**src/rtl/spg_pkg.sv**
```systemverilog
// Shared definitions for sync_pulse_gen.
//   SPG_WIDTH       : default counter / register width
//   SPG_ADDR_*      : register select codes on ADDR (3 is reserved)
//   spg_regs_t      : one full register set (period, start, end)
//   spg_write()     : merges a single register write into a register set
package spg_pkg;

  localparam int SPG_WIDTH = 9;

  localparam logic [1:0] SPG_ADDR_PERIOD = 2'd0;
  localparam logic [1:0] SPG_ADDR_START  = 2'd1;
  localparam logic [1:0] SPG_ADDR_END    = 2'd2;

  typedef struct packed {
    logic [SPG_WIDTH-1:0] period_val;
    logic [SPG_WIDTH-1:0] start_val;
    logic [SPG_WIDTH-1:0] end_val;
  } spg_regs_t;

  // The reserved address leaves the set untouched.
  function automatic spg_regs_t spg_write(spg_regs_t r, logic [1:0] addr,
                                          logic [SPG_WIDTH-1:0] d);
    spg_regs_t n;
    n = r;
    case (addr)
      SPG_ADDR_PERIOD: n.period_val = d;
      SPG_ADDR_START:  n.start_val  = d;
      SPG_ADDR_END:    n.end_val    = d;
      default:         n = r;
    endcase
    return n;
  endfunction

endpackage

```
**src/rtl/sync_pulse_gen_if.sv**
```systemverilog
// Bus bundle between a CPU-side driver and sync_pulse_gen.
//   EN    : count enable            WR   : register write strobe
//   ADDR  : register select         DIN  : write data
//   J     : set pulse (active high) KL   : clear pulse (active low)
//   WRAP  : one-cycle wrap pulse    COUNT: current line count
// master = CPU/timing controller side, slave = sync_pulse_gen.
interface sync_pulse_gen_if #(
  parameter int WIDTH = spg_pkg::SPG_WIDTH
);
  import spg_pkg::*;

  logic             EN;
  logic             WR;
  logic [1:0]       ADDR;
  logic [WIDTH-1:0] DIN;
  logic             J;
  logic             KL;
  logic             WRAP;
  logic [WIDTH-1:0] COUNT;

  modport master (
    output EN, WR, ADDR, DIN,
    input  J, KL, WRAP, COUNT
  );

  modport slave (
    input  EN, WR, ADDR, DIN,
    output J, KL, WRAP, COUNT
  );

endinterface

```
**src/rtl/spg_regbank.sv**
```systemverilog
// Double-buffered register bank for sync_pulse_gen.
// CPU writes land in the shadow set and raise a pending flag; the whole
// shadow set moves to the active set on a counter wrap so a frame never
// sees a half-updated configuration.
//   clk_i, rst_ni : clock, asynchronous active-low reset
//   wr_i, addr_i, din_i : register write port
//   wrap_i        : counter wraps on this edge (EN=1 and COUNT==PERIOD)
//   active_o      : register set used by the compare logic
//   pending_o     : shadow holds writes not yet transferred
module spg_regbank
  import spg_pkg::*;
#(
  parameter int PERIOD_RST = 511,
  parameter int START_RST  = 0,
  parameter int END_RST    = 16
) (
  input  logic                 clk_i,
  input  logic                 rst_ni,
  input  logic                 wr_i,
  input  logic [1:0]           addr_i,
  input  logic [SPG_WIDTH-1:0] din_i,
  input  logic                 wrap_i,
  output spg_regs_t            active_o,
  output logic                 pending_o
);

  localparam spg_regs_t RST_REGS = '{
    period_val: SPG_WIDTH'(PERIOD_RST),
    start_val:  SPG_WIDTH'(START_RST),
    end_val:    SPG_WIDTH'(END_RST)
  };

  spg_regs_t shadow_q, shadow_d;
  spg_regs_t active_q, active_d;
  logic      pending_q, pending_d;

  always_comb begin
    shadow_d  = wr_i ? spg_write(shadow_q, addr_i, din_i) : shadow_q;
    active_d  = active_q;
    pending_d = pending_q;
    if (wrap_i) begin
      // shadow_d already carries a write on this same edge, so it is
      // transferred too and nothing is left pending.
      active_d  = shadow_d;
      pending_d = 1'b0;
    end else if (wr_i && (addr_i != 2'd3)) begin
      pending_d = 1'b1;
    end
  end

  always_ff @(posedge clk_i or negedge rst_ni) begin
    if (!rst_ni) begin
      shadow_q  <= RST_REGS;
      active_q  <= RST_REGS;
      pending_q <= 1'b0;
    end else begin
      shadow_q  <= shadow_d;
      active_q  <= active_d;
      pending_q <= pending_d;
    end
  end

  assign active_o  = active_q;
  assign pending_o = pending_q;

endmodule

```
**src/rtl/sync_pulse_gen.sv**
```systemverilog
// Programmable sync/blank edge generator. A loadable line counter is
// compared with the active START/END registers to produce the J (set) and
// KL (active-low clear) inputs of a downstream JK stage, plus a WRAP pulse.
// All outputs are registered: a match on COUNT shows up one CLK later.
//   CLK    : system clock
//   RESETL : asynchronous active-low reset
//   bus    : sync_pulse_gen_if slave (EN, WR, ADDR, DIN in; J, KL, WRAP,
//            COUNT out)
module sync_pulse_gen
  import spg_pkg::*;
#(
  parameter int WIDTH      = SPG_WIDTH,
  parameter int PERIOD_RST = 511,
  parameter int START_RST  = 0,
  parameter int END_RST    = 16
) (
  input  logic              CLK,
  input  logic              RESETL,
  sync_pulse_gen_if.slave   bus
);

  spg_regs_t        active;
  logic             pending;
  logic [WIDTH-1:0] count_q, count_d;
  logic             j_q, j_d;
  logic             kl_q, kl_d;
  logic             wrap_q, wrap_d;

  spg_regbank #(
    .PERIOD_RST (PERIOD_RST),
    .START_RST  (START_RST),
    .END_RST    (END_RST)
  ) u_regs (
    .clk_i     (CLK),
    .rst_ni    (RESETL),
    .wr_i      (bus.WR),
    .addr_i    (bus.ADDR),
    .din_i     (bus.DIN),
    .wrap_i    (wrap_d),
    .active_o  (active),
    .pending_o (pending)
  );

  // Wrap only on an exact PERIOD match; a count above PERIOD simply rolls
  // over at 2^WIDTH without a wrap pulse or shadow transfer.
  always_comb begin
    wrap_d  = bus.EN && (count_q == active.period_val);
    j_d     = bus.EN && (count_q == active.start_val);
    kl_d    = !(bus.EN && (count_q == active.end_val));
    count_d = count_q;
    if (bus.EN) begin
      count_d = wrap_d ? '0 : count_q + WIDTH'(1);
    end
  end

  always_ff @(posedge CLK or negedge RESETL) begin
    if (!RESETL) begin
      count_q <= '0;
      j_q     <= 1'b0;
      kl_q    <= 1'b1;
      wrap_q  <= 1'b0;
    end else begin
      count_q <= count_d;
      j_q     <= j_d;
      kl_q    <= kl_d;
      wrap_q  <= wrap_d;
    end
  end

  assign bus.COUNT = count_q;
  assign bus.J     = j_q;
  assign bus.KL    = kl_q;
  assign bus.WRAP  = wrap_q;

endmodule
```
**src/flat_wrapper.sv**
```systemverilog
// flat-port wrapper written by rule: the top's interface ports become plain ports
module sync_pulse_gen_flat import spg_pkg::*;
#(
  parameter int WIDTH      = SPG_WIDTH,
  parameter int PERIOD_RST = 511,
  parameter int START_RST  = 0,
  parameter int END_RST    = 16
)
  (CLK, RESETL, bus_EN, bus_WR, bus_ADDR, bus_DIN, bus_J, bus_KL, bus_WRAP, bus_COUNT);
  sync_pulse_gen_if #(.WIDTH(WIDTH)) bus_i ();
  input  logic CLK;
  input  logic RESETL;
  input wire logic [$bits(bus_i.EN)-1:0] bus_EN;
  input wire logic [$bits(bus_i.WR)-1:0] bus_WR;
  input wire logic [$bits(bus_i.ADDR)-1:0] bus_ADDR;
  input wire logic [$bits(bus_i.DIN)-1:0] bus_DIN;
  output wire logic [$bits(bus_i.J)-1:0] bus_J;
  output wire logic [$bits(bus_i.KL)-1:0] bus_KL;
  output wire logic [$bits(bus_i.WRAP)-1:0] bus_WRAP;
  output wire logic [$bits(bus_i.COUNT)-1:0] bus_COUNT;
  assign bus_i.EN = bus_EN;
  assign bus_i.WR = bus_WR;
  assign bus_i.ADDR = bus_ADDR;
  assign bus_i.DIN = bus_DIN;
  assign bus_J = bus_i.J;
  assign bus_KL = bus_i.KL;
  assign bus_WRAP = bus_i.WRAP;
  assign bus_COUNT = bus_i.COUNT;
  sync_pulse_gen #(.WIDTH(WIDTH), .PERIOD_RST(PERIOD_RST), .START_RST(START_RST), .END_RST(END_RST)) u_core (.CLK(CLK), .RESETL(RESETL), .bus(bus_i));
endmodule
```
**config.mk**
```make
export PLATFORM = sky130hd
export DESIGN_NAME = sync_pulse_gen_flat
export DESIGN_NICKNAME = d
export VERILOG_FILES = /design/src/rtl/spg_pkg.sv /design/src/rtl/sync_pulse_gen_if.sv /design/src/rtl/spg_regbank.sv /design/src/rtl/sync_pulse_gen.sv /design/src/flat_wrapper.sv
export SDC_FILE = /design/constraint.sdc
export NUM_CORES = 1
export LEC_CHECK = 0
export ABC_AREA = 1
export BUFFER_PORTS_ARGS = -buffer_cell sky130_fd_sc_hd__buf_2
export CAP_MARGIN = 20
export CORE_ASPECT_RATIO = 0.6
export CORE_MARGIN = 4
export CORE_UTILIZATION = 30
export DETAILED_ROUTE_END_ITERATION = 10
export MAX_ROUTING_LAYER = met4
export PLACE_DENSITY_LB_ADDON = 0.08
export SETUP_SLACK_MARGIN = 0.05
export SLEW_MARGIN = 30
export SYNTH_ARGS = -nofsm -noshare
export SYNTH_HDL_FRONTEND = slang
export SYNTH_SLANG_ARGS = --single-unit
```
**constraint.sdc**
```tcl
create_clock -name CLK -period 1.6 [get_ports CLK]
set_input_delay 0.24 -clock CLK [delete_from_list [all_inputs] [get_ports CLK]]
set_output_delay 0.24 -clock CLK [all_outputs]
set_load 0.005 [all_outputs]
```
==> flow_metrics.py <==
metrics = {
    "sta": {
        "finalSetupViolCount": 0,
        "rsz0062_at_grt": "true",
        "max_slew_margin_pct": 76.19,
        "worstMarginPinSlew_ps": 353.4,
        "fin_crit_ps": 1537,
        "finalMaxSlewViolations": 0,
        "finalClockSkew_ps": 3.822,
        "hold_viol": 0,
        "min_period_over_period_pct": 96.09,
        "setup_ws_ps": 62.54,
        "fmax_mhz": 650.4,
    },
    "setup_path": {
        "cp.buffers_inverters": 4,
        "crit_start": "u_core.u_regs.active_o[26]$_DFFE_PN1P_",
        "crit_path_max_incr_delay_ps": 530,
        "critPathKind": "register to register",
        "path_cells": "inv_1 -> nand2_1 -> nand2_2 -> nand2_2 -> inv_2 -> nand2_4 -> clkinvlp_4 -> buf_4 -> nand2_8 -> nand2_1 -> nand2_1",
        "cp_top_family": "flip-flops",
        "required_ps": 1870,
        "worstPathArrival_ps": 1810,
        "cp-end-kind": "register",
        "crit_path_start_kind": "register",
        "reg2reg_from": "u_core.u_regs.active_o[26]$_DFFE_PN1P_",
        "crit_fanout": 7,
        "cp_slowest_cell": "dfstp_2",
        "crit_top_cell": "nand2_1",
    },
    "synthesis": {
        "synth_xor_area_share_pct": 3.355,
        "synthMuxAreaShare_pct": 0,
        "synth.distinct_cells": 27,
        "avgSynthCellArea_um2": 8.138,
        "synth_compound_area_share_pct": 6.270,
        "ys_ff_latch": 66,
        "synth-simple-area-share_pct": 29.03,
        "synth-seq-area-share_pct": 53.55,
        "synth-warning-count": 0,
        "syn_nets": 401,
        "synth_top_family_by_area": "simple AND/OR/NAND/NOR gates",
        "synthAdderAreaFrac_pct": 0.3994,
        "netlist_area_um2": 3133,
        "synthCells": 385,
    },
    "clocking": {
        "numCtsBuffers": 9,
        "cts.clk_slew.worst_paths_ps": 50,
        "clk_latency_ps": 330,
        "cts.htree.levels": 3,
        "cts_max_path_buffers": 2,
        "clock_sinks": 66,
        "cts_tree": "built",
        "root_buffer": "clkbuf_16",
    },
    "routing": {
        "num_vias": 2533,
        "totalWireLength_um": 8350,
        "drtPass1Iterations": 4,
        "wl_per_cell_um": 14.25,
        "drc": 0,
        "avgViaCountPerCell": 4.323,
        "detail-route-antenna-nets": 0,
        "drt_iter0_markers": 104,
    },
    "pwr": {
        "p_sw_share_pct": 31.35,
        "clock_power_share_pct": 35.8,
        "power_density_nw_per_um2": 1391,
        "combPwrFrac_pct": 27.8,
        "vdd_drop_max_mv": 0.6267,
        "p_leak_nw": 2.081,
        "power.internal_mw": 3.994,
        "seq_power_share_pct": 36.4,
        "p_total_mw": 5.819,
        "p_sw_mw": 1.824,
    },
    "worst_hold_path": {
        "hold_class": "primary input to register",
        "hold_path.startpoint": "bus_DIN[0]",
    },
    "grt": {
        "grt_pass1_vias": 2593,
        "grt.overflow.total": 0,
        "grt_start_max_net_pins": 67,
        "grt_use_total_pct": 15.26,
        "grt_first_pass_wirelength_um": 13830,
        "antenna_found_initial": 0,
    },
    "die": {
        "start_util_pct": 31.27,
        "dieHeight_um": 87.16,
        "ios": 27,
        "die_w_um": 139.9,
        "dieArea_um2": 12200,
        "fp-row-count": 28,
        "core_area_um2": 10020,
    },
    "job": {
        "cap_violations": 0,
    },
    "place": {
        "portBuffers": 26,
        "dp_hpwl_um": 5642,
        "gp_congestion": 0.7961,
        "pre_cts_ws_ps": -56.17,
    },
    "layout": {
        "n_antenna_cell": 0,
        "nets": 462,
        "drive_gt1_share_pct": 35.25,
        "area_delta_synth_final_pct": 33.55,
        "nFillCells": 1069,
    },
    "status": {
        "outcome": "finished, final reports clean",
    },
}
==> cell families after synthesis <==
kind of cell,after synthesis
and+or+nand+nor,219
AOI/OAI and AO/OA,38
buffers and inverters,49
xor gates and xnor gates,12
adders and majority gates,1
DFF,66
==> placed cells by master, fill, tap and decap left out, types with 2 or more instances in the layout <==
cell	n
o22ai_1	2
buf_2	26
nor3_2	2
clkbuf_1	2
dfstp_2	21
inv_1	25
xnor2_1	6
nand2_2	33
nand2_8	4
xor2_1	6
buf_4	25
nor2_1	22
clkbuf_16	9
clkbuf_8	4
nor2_2	2
dfrtp_1	43
nor2_4	4
o21ai_0	34
nand2_4	3
nand3_2	2
nand2_1	138
dfrtp_2	2
buf_12	6
nand3_1	8
inv_2	12
==> metrics by stage <==
step                      TNS (ps)  area (um2)  hold WS (ps)  cells  utilization [%]
after floorplan                  0        3133        -55.59    385                -
after global placement      -76.50        3548         291.3    559            35.41
after detailed placement    -861.0        3548         294.6    559            35.41
after CTS                        0        4038         212.9    583            40.30
after global routing        -65.79        4184         261.0    586            41.76
final                            0        4184         221.5    586            41.76
==> worst register-to-register path, stage by stage (launching register included) <==
cell	delay (ps)
dfstp_2	530
inv_1	40
nand2_1	60
nand2_2	100
nand2_2	90
inv_2	40
nand2_4	90
clkinvlp_4	150
buf_4	180
nand2_8	90
nand2_1	60
nand2_1	50
==> what timing repair did <==
action                     4_1_cts  5_1_grt
gates cloned                     3        0
buffers inserted                 4        3
resized for setup               18       40
hold endpoints to repair        45        0
setup endpoints to repair       34       35
hold buffers                     1        0
pin swaps                       10        7
==> cells in the mapped netlist <==
cell         n  share of area [%]
xnor2_1      6                1.7
a21oi_1      1               0.16
o2111ai_1    1               0.28
buf_6        5                1.8
nand2_2      2               0.40
o21ai_0     34                5.4
nor2_8       1               0.64
nor2_1      24                2.9
nor2_2       1               0.20
and2_1       1               0.20
buf_2        2               0.32
inv_2        9                1.1
dfstp_2     21                 18
nand4_1      1               0.20
dfrtp_1     45                 36
nand3_1     10                1.6
xor2_1       6                1.7
nor2_4       3                1.1
nor3_1       2               0.32
o22ai_1      2               0.40
inv_1       29                3.5
ha_1         1               0.40
nand3_4      1               0.56
clkbuf_1     2               0.24
nand2_1    172                 21
buf_4        2               0.48
nand2_4      1               0.36
==> power by group through the flow <==
stage                     Combinational (mW)  Clock [mW]  Sequential, mW
after floorplan                        0.872           0            2.09
after global placement                  1.40           0            2.13
after detailed placement                1.42           0            2.13
after CTS                               1.55        2.13            2.11
after global routing                    1.82        2.21            2.16
final                                   1.62        2.08            2.12
==> metal layers <==
| layer | GRT usage, % | wire length (um) |
|---|---|---|
| met1 | 21.39 | 4568 |
| met2 | 21.59 | 3431 |
| met3 | 4.224 | 274 |
| met4 | 4.398 | 76 |
| met5 | - | 0 |
==> cell type report <==
cell class | count | area, um2 | area share (%)
flip-flops and latches | 66 | 1680 | 40.16
repair buffers | 58 | 447.9 | 10.71
multi-input cells | 273 | 1423 | 34.00
inverters | 38 | 146.4 | 3.499
clock buffers | 15 | 287.8 | 6.878
clock inverters | 1 | 30.03 | 0.7177
well taps | 135 | 168.9 | 4.037
==> worst paths after layout <==
path                                                           to  slack (ps)  cells past startpoint
setup / recovery           u_core.u_regs.active_o[10]$_DFFE_PN0P_          60                     11
hold / removal               u_core.u_regs.shadow_q[18]$_DFF_PN1_         220                      3
setup reg to reg           u_core.u_regs.active_o[10]$_DFFE_PN0P_          60                     11
hold reg to reg            u_core.u_regs.active_o[23]$_DFFE_PN1P_         470                      2
max in group asynchronous    u_core.u_regs.shadow_q[24]$_DFF_PN1_         800                      3
min in group asynchronous     u_core.u_regs.shadow_q[8]$_DFF_PN0_         460                      3
==> sequential cells by signal, summed over array words and instances (netlist names) <==
| signal | flops |
|---|---|
| u_core.u_regs.active_o | 27 |
| u_core.bus.COUNT | 9 |
| u_core.bus.KL | 1 |
| u_core.u_regs.shadow_q | 27 |
| u_core.bus.WRAP | 1 |
| u_core.bus.J | 1 |
Note: power is estimated with default switching activity, not from simulation.
